==> config.mk <==
export PLATFORM = sky130hd
export DESIGN_NAME = soml_frame_loader
export DESIGN_NICKNAME = d
export VERILOG_FILES = /design/src/rtl/soml_pkg.sv /design/src/rtl/soml_pingpong_bank.sv /design/src/rtl/soml_frame_loader.sv
export SDC_FILE = /design/constraint.sdc
export NUM_CORES = 2
export LEC_CHECK = 0
export BUFFER_PORTS_ARGS = -buffer_cell sky130_fd_sc_hd__buf_2
export CAP_MARGIN = 20
export CORE_ASPECT_RATIO = 0.6
export CORE_MARGIN = 1.5
export CORE_UTILIZATION = 25
export CTS_CLUSTER_SIZE = 24
export DETAILED_ROUTE_END_ITERATION = 10
export GPL_TIMING_DRIVEN = 0
export SLEW_MARGIN = 20
export SYNTH_ARGS = -nofsm -noshare
export SYNTH_HDL_FRONTEND = slang
export SYNTH_HIERARCHICAL = 1
export SYNTH_SLANG_ARGS = --single-unit
==> constraint.sdc <==
create_clock -name clk -period 9.07 [get_ports clk]
set_input_delay 0.907 -clock clk [delete_from_list [all_inputs] [get_ports clk]]
set_output_delay 0.907 -clock clk [all_outputs]
set_load 0.03 [all_outputs]
==> src/rtl/soml_pkg.sv <==
// Shared definitions for the SOML decoder input stage: FSM encodings,
// counter sizing and the saturating negation used for conjugated samples.
package soml_pkg;

    localparam logic [1:0] S_IDLE   = 2'd0;
    localparam logic [1:0] S_LOAD   = 2'd1;
    localparam logic [1:0] S_COMMIT = 2'd2;

    // Working width for sat_neg; callers zero-extend into it and truncate the result.
    localparam int SAT_W = 64;

    // Counter width able to hold 0..depth inclusive (a full count is a legal value).
    function automatic int cnt_width(input int depth);
        return $clog2(depth + 1);
    endfunction

    // Two's-complement negation of a w-bit value, clamping the most negative code
    // to the most positive one instead of letting it wrap back onto itself.
    function automatic logic [SAT_W-1:0] sat_neg(input logic [SAT_W-1:0] x, input int w);
        logic [SAT_W-1:0] mask;
        logic [SAT_W-1:0] most_neg;
        mask     = (SAT_W'(1) << w) - SAT_W'(1);
        most_neg = SAT_W'(1) << (w - 1);
        if ((x & mask) == most_neg) begin
            return most_neg - SAT_W'(1);
        end
        return (SAT_W'(0) - x) & mask;
    endfunction

endpackage

==> src/rtl/soml_pingpong_bank.sv <==
// Two-bank register store for one frame of H and Y; writes go to the selected
// write bank, and the read side registers the bank chosen by rd_sel.
module soml_pingpong_bank #(
    parameter int N       = 32,
    parameter int H_DEPTH = 16,
    parameter int Y_DEPTH = 8,
    parameter int HAW     = 5,
    parameter int YAW     = 4
) (
    input  logic                 clk,
    input  logic                 wr_bank,
    input  logic                 h_we,
    input  logic [HAW-1:0]       h_idx,
    input  logic [N-1:0]         h_wr_r,
    input  logic [N-1:0]         h_wr_i,
    input  logic                 y_we,
    input  logic [YAW-1:0]       y_idx,
    input  logic [N-1:0]         y_wr_r,
    input  logic [N-1:0]         y_wr_i,
    input  logic                 rd_sel,
    output logic [H_DEPTH*N-1:0] h_rd_r,
    output logic [H_DEPTH*N-1:0] h_rd_i,
    output logic [Y_DEPTH*N-1:0] y_rd_r,
    output logic [Y_DEPTH*N-1:0] y_rd_i
);

    genvar gi;

    // rd_sel is the next-cycle read bank, so the presented data switches on the
    // same edge as the bank pointer.
    for (gi = 0; gi < H_DEPTH; gi++) begin : g_h
        logic [N-1:0] mem_r [2];
        logic [N-1:0] mem_i [2];
        logic [N-1:0] rd_r_reg;
        logic [N-1:0] rd_i_reg;

        always_ff @(posedge clk) begin
            if (h_we && (h_idx == HAW'(gi))) begin
                mem_r[wr_bank] <= h_wr_r;
                mem_i[wr_bank] <= h_wr_i;
            end
            rd_r_reg <= mem_r[rd_sel];
            rd_i_reg <= mem_i[rd_sel];
        end

        assign h_rd_r[gi*N +: N] = rd_r_reg;
        assign h_rd_i[gi*N +: N] = rd_i_reg;
    end

    for (gi = 0; gi < Y_DEPTH; gi++) begin : g_y
        logic [N-1:0] mem_r [2];
        logic [N-1:0] mem_i [2];
        logic [N-1:0] rd_r_reg;
        logic [N-1:0] rd_i_reg;

        always_ff @(posedge clk) begin
            if (y_we && (y_idx == YAW'(gi))) begin
                mem_r[wr_bank] <= y_wr_r;
                mem_i[wr_bank] <= y_wr_i;
            end
            rd_r_reg <= mem_r[rd_sel];
            rd_i_reg <= mem_i[rd_sel];
        end

        assign y_rd_r[gi*N +: N] = rd_r_reg;
        assign y_rd_i[gi*N +: N] = rd_i_reg;
    end

endmodule

==> src/rtl/soml_frame_loader.sv <==
// Double-buffered frame loader: collects H and Y over independent valid/ready
// streams into a write bank, then hands the bank to the core with core_start.
module soml_frame_loader
    import soml_pkg::*;
#(
    parameter int N      = 32,
    parameter int Q      = 22,
    parameter int NR     = 4,
    parameter int NT     = 4,
    parameter int T      = 2,
    parameter int CONJ_Y = 1
) (
    input  logic                clk,
    input  logic                rst_n,
    input  logic                start,
    input  logic                H_in_valid,
    output logic                H_in_ready,
    input  logic [N-1:0]        H_in_r,
    input  logic [N-1:0]        H_in_i,
    input  logic                Y_in_valid,
    output logic                Y_in_ready,
    input  logic [N-1:0]        Y_in_r,
    input  logic [N-1:0]        Y_in_i,
    output logic                core_start,
    input  logic                core_done,
    output logic [NR*NT*N-1:0]  H_rd_r,
    output logic [NR*NT*N-1:0]  H_rd_i,
    output logic [NR*T*N-1:0]   Y_rd_r,
    output logic [NR*T*N-1:0]   Y_rd_i,
    output logic                rd_bank,
    output logic                busy,
    output logic                frame_err
);

    localparam int H_DEPTH = NR * NT;
    localparam int Y_DEPTH = NR * T;
    localparam int HCW     = cnt_width(H_DEPTH);
    localparam int YCW     = cnt_width(Y_DEPTH);
    localparam logic [HCW-1:0] H_FULL = HCW'(H_DEPTH);
    localparam logic [YCW-1:0] Y_FULL = YCW'(Y_DEPTH);

    // Q only documents the number format; reject formats with no integer sign bit.
    if (Q >= N) begin : g_q_range
        $error("soml_frame_loader: Q must be smaller than N");
    end

    logic [1:0]     state_reg;
    logic [HCW-1:0] h_cnt_reg;
    logic [HCW-1:0] h_cnt_next;
    logic [YCW-1:0] y_cnt_reg;
    logic [YCW-1:0] y_cnt_next;
    logic           wr_bank_reg;
    logic           rd_bank_reg;
    logic           rd_bank_next;
    logic           rd_busy_reg;
    logic           core_start_reg;
    logic           frame_err_reg;

    logic           h_fire;
    logic           y_fire;
    logic           restart;
    logic           swap;
    logic [N-1:0]   y_store_i;

    assign H_in_ready = (state_reg == S_LOAD) && (h_cnt_reg < H_FULL);
    assign Y_in_ready = (state_reg == S_LOAD) && (y_cnt_reg < Y_FULL);
    assign h_fire     = H_in_valid && H_in_ready;
    assign y_fire     = Y_in_valid && Y_in_ready;
    assign h_cnt_next = h_fire ? h_cnt_reg + HCW'(1) : h_cnt_reg;
    assign y_cnt_next = y_fire ? y_cnt_reg + YCW'(1) : y_cnt_reg;

    // A start seen mid-frame aborts it; it also wins over a pending swap.
    assign restart      = start && (state_reg != S_IDLE);
    assign swap         = (state_reg == S_COMMIT) && !start && (!rd_busy_reg || core_done);
    assign rd_bank_next = swap ? wr_bank_reg : rd_bank_reg;

    if (CONJ_Y != 0) begin : g_conj
        assign y_store_i = N'(sat_neg(SAT_W'(Y_in_i), N));
    end else begin : g_plain
        assign y_store_i = Y_in_i;
    end

    always_ff @(posedge clk or negedge rst_n) begin
        if (!rst_n) begin
            state_reg      <= S_IDLE;
            h_cnt_reg      <= '0;
            y_cnt_reg      <= '0;
            wr_bank_reg    <= 1'b0;
            rd_bank_reg    <= 1'b1;
            rd_busy_reg    <= 1'b0;
            core_start_reg <= 1'b0;
            frame_err_reg  <= 1'b0;
        end else begin
            core_start_reg <= 1'b0;
            frame_err_reg  <= 1'b0;
            if (core_done) begin
                rd_busy_reg <= 1'b0;
            end
            if (restart) begin
                frame_err_reg <= 1'b1;
                h_cnt_reg     <= '0;
                y_cnt_reg     <= '0;
                state_reg     <= S_LOAD;
            end else begin
                case (state_reg)
                    S_IDLE: begin
                        if (start) begin
                            h_cnt_reg <= '0;
                            y_cnt_reg <= '0;
                            state_reg <= S_LOAD;
                        end
                    end
                    S_LOAD: begin
                        h_cnt_reg <= h_cnt_next;
                        y_cnt_reg <= y_cnt_next;
                        if ((h_cnt_next == H_FULL) && (y_cnt_next == Y_FULL)) begin
                            state_reg <= S_COMMIT;
                        end
                    end
                    S_COMMIT: begin
                        if (swap) begin
                            wr_bank_reg    <= ~wr_bank_reg;
                            rd_bank_reg    <= wr_bank_reg;
                            rd_busy_reg    <= 1'b1;
                            core_start_reg <= 1'b1;
                            state_reg      <= S_IDLE;
                        end
                    end
                    default: state_reg <= S_IDLE;
                endcase
            end
        end
    end

    soml_pingpong_bank #(
        .N       (N),
        .H_DEPTH (H_DEPTH),
        .Y_DEPTH (Y_DEPTH),
        .HAW     (HCW),
        .YAW     (YCW)
    ) u_bank (
        .clk     (clk),
        .wr_bank (wr_bank_reg),
        .h_we    (h_fire && !start),
        .h_idx   (h_cnt_reg),
        .h_wr_r  (H_in_r),
        .h_wr_i  (H_in_i),
        .y_we    (y_fire && !start),
        .y_idx   (y_cnt_reg),
        .y_wr_r  (Y_in_r),
        .y_wr_i  (y_store_i),
        .rd_sel  (rd_bank_next),
        .h_rd_r  (H_rd_r),
        .h_rd_i  (H_rd_i),
        .y_rd_r  (Y_rd_r),
        .y_rd_i  (Y_rd_i)
    );

    assign core_start = core_start_reg;
    assign frame_err  = frame_err_reg;
    assign rd_bank    = rd_bank_reg;
    assign busy       = (state_reg != S_IDLE);

endmodule

==> impl_metrics.tcl <==
set metrics [dict create \
    status "complete, no violations" \
    tightest_slew_ns 1.13 \
    wl_per_cell_um 28.0 \
    syn-instance-count 6580 \
    clock_latency_ns 0.97 \
    cts_sinks 4624 \
    ir_drop_uv 174 \
    postSynthAreaPerCell_sq_um 22.4 \
    synth_area_sq_um 148000 \
    vias 70100 \
    crit_path_max_fanout 18 \
    cts_tree "yes" \
    reg.largest.list "u_bank/g_h.mem_i x1024, u_bank/g_h.mem_r x1024" \
    fin_crit_sh_pct 49.7 \
    grt_pass1_vias 65300 \
    drc 0 \
    mostFrequentLayoutCell "edfxtp_1" \
    setup_viol 0 \
    firstDrtPassIters 5 \
    fmax_mhz 222 \
    hpwl_mm 356 \
    cts_made_buffers 404 \
    cts_root_buf "clkbuf_16" \
    hold_viol 0 \
    async_flop_share_pct 0.346 \
    vias_per_cell 4.10 \
    yosys_warnings 6 \
    fp.dieW_um 995 \
    relSlewSlack_pct 24.7 \
    fin_crit_ns 4.51 \
    hold_path.class "input port to register" \
    port_buffers 1675 \
    final_layout_size_suffix_gt1_share_pct 46.5 \
    seq_area_frac_synth_pct 83.6 \
    endpoint_kind "register" \
    syn_nets 6717 \
    initial_core_util_pct 25.1 \
    antenna_found_initial 47 \
    synth.distinct_cells 50 \
    die_h_um 598 \
    ant_nets 0 \
    drv_slew 0 \
    ioPinCount 1676 \
    p_leak_nw 66.4 \
    clkTransAtPathRegs_ns 0.07 \
    grt.overflow.total 0 \
    gp_congestion 0.929 \
    worst_ep_required_time_ns 9.69 \
    skew_ns 0.0854 \
    whs_ns 0.325 \
    crit_arrival_ns 5.13 \
    die_area_sq_um 595000 \
    core-area_sq_um 588000 \
    grt_max_degree 33 \
    final_cell_mix "edfxtp_1, buf_2, dfxtp_1, mux2_4, mux2_2" \
    setup_tns_ns 0 \
    drt_iter0_drc 7847 \
    synth_edf_count 3072 \
    grt_use_total_pct 15.2 \
    maxCapViolCount 0 \
    rsz0062_at_grt "no" \
    power_density_nw_per_um2 222 \
    row_count 218 \
    h-tree-depth 5 \
    nets 9044 \
    clk_path_buf_depth 4 \
    grt_pass1_wl_mm 613 \
    yosys_register_bits 4624 \
    syn2layout_area_growth_pct 25.1 \
    ys.flop_type "edfxtp_1" \
    cts_setup_buffers 0 \
    wl_mm 479 \
    crit_type "register to register" \
    start_kind "register" \
]
[metrics by stage]
step | power (mW) | util, % | setup WS (ns) | instance area [sq um] | cells
CTS | 41.3 | 31.4 | 4.60 | 185000 | 17100
finish | 40.9 | 31.4 | 4.56 | 185000 | 17100
global route | 42.1 | 31.4 | 4.45 | 185000 | 17100
global placement | 23.8 | 28.2 | -4.12 | 166000 | 16100
floorplan | 23.3 | - | 2.00 | 148000 | 6580
detailed placement | 23.9 | 29.1 | 4.11 | 171000 | 16300
[power breakdown]
group | switching (mW) | internal, mW
registers | 0.0359 | 22.6
logic | 0.637 | 0.162
clock network | 7.90 | 9.63
[logic make-up after synthesis]
logic type | share of synthesized area, %
AO/OA/AOI/OAI | 0.0695
XOR/XNOR | 0.160
adder cells (fa/ha/maj) | 0.0254
buffers and inverters | 1.16
flip-flops | 83.6
multiplexers | 14.3
AND/OR/NAND/NOR | 0.641
[per-layer routing]
layer  part of all wire (%)  GRT usage, %  routed length [um]  vias up
li1                       -             -                   -    29600
met1                     42          20.1              199000    36900
met2                     47          24.8              226000     2869
met3                    7.5          3.41               35700      661
met4                    3.7          5.03               17700        2
met5                  0.029         0.167                 140        -
[critical path, cell delays in order, from the launching register on]
cell and delay [ns]:
dfrtp_1 0.50, nor4bb_1 0.37, clkbuf_1 0.38, nor2b_1 0.45, nand4b_1 0.85, nor2_4 0.95, buf_12 0.26, buf_16 0.18
buf_16 0.18
[synthesized netlist by cell type, types with 3 or more instances]
master	instances	area (sq um)
inv_1	4	15.0
nand4_1	3	18.8
nand4b_1	3	26.3
clkbuf_1	8	30.0
nand4bb_1	4	45.0
nand2_1	28	105
mux2_4	1000	15000
nand2b_1	6	37.5
nand3_1	5	25.0
edfxtp_1	3072	92200
nor3_1	19	95.1
nor2b_1	3	18.8
or3_1	3	18.8
nor2_1	64	240
mux2i_1	7	70.1
mux2_2	538	6060
or3_2	3	22.5
buf_8	11	165
nor3b_1	4	30.0
xor2_1	19	166
dfrtp_1	15	375
buf_2	53	265
nor4_1	7	43.8
or3b_2	3	26.3
xnor2_1	8	70.1
dfxtp_1	1536	30700
nand2_2	3	18.8
a21oi_1	5	25.0
buf_6	110	1240
nand3b_1	5	37.5
ha_1	3	37.5
[path summary, 6_finish.rpt]
| kind | from | to | slack (ns) | cells after the start |
|---|---|---|---|---|
| setup / recovery | h_cnt_reg[4] | u_bank/g_h[11].mem_r[0][10] | 4.56 | 8 |
| hold / removal | core_done | rd_busy_reg | 0.33 | 3 |
| setup reg to reg | h_cnt_reg[4] | u_bank/g_h[11].mem_r[0][10] | 4.56 | 8 |
| hold reg to reg | u_bank/g_y[4].mem_i[0][20] | u_bank/g_y[4].rd_i_reg[20] | 0.42 | 1 |
| max in group asynchronous | rst_n | rd_bank | 8.23 | 2 |
| min in group asynchronous | rst_n | h_cnt_reg[0] | 0.47 | 2 |
[what timing repair did]
action | in CTS | in global routing
resized for setup | 0 | 0
hold buffers | 1 | 0
hold endpoints to repair | 15 | 0
[layout make-up]
class | instances | area (sq um)
Fill cell | 56200 | 403000
Sequential cell | 4624 | 123000
Multi-Input combinational cell | 1770 | 22900
Timing Repair Buffer | 1921 | 13300
Clock buffer | 603 | 11600
Tap cell | 7810 | 9770
Clock inverter | 154 | 1930
Buffer | 182 | 1700
Antenna cell | 28 | 70.1
Inverter | 4 | 15.0
Power figures use the tool's default switching activity.
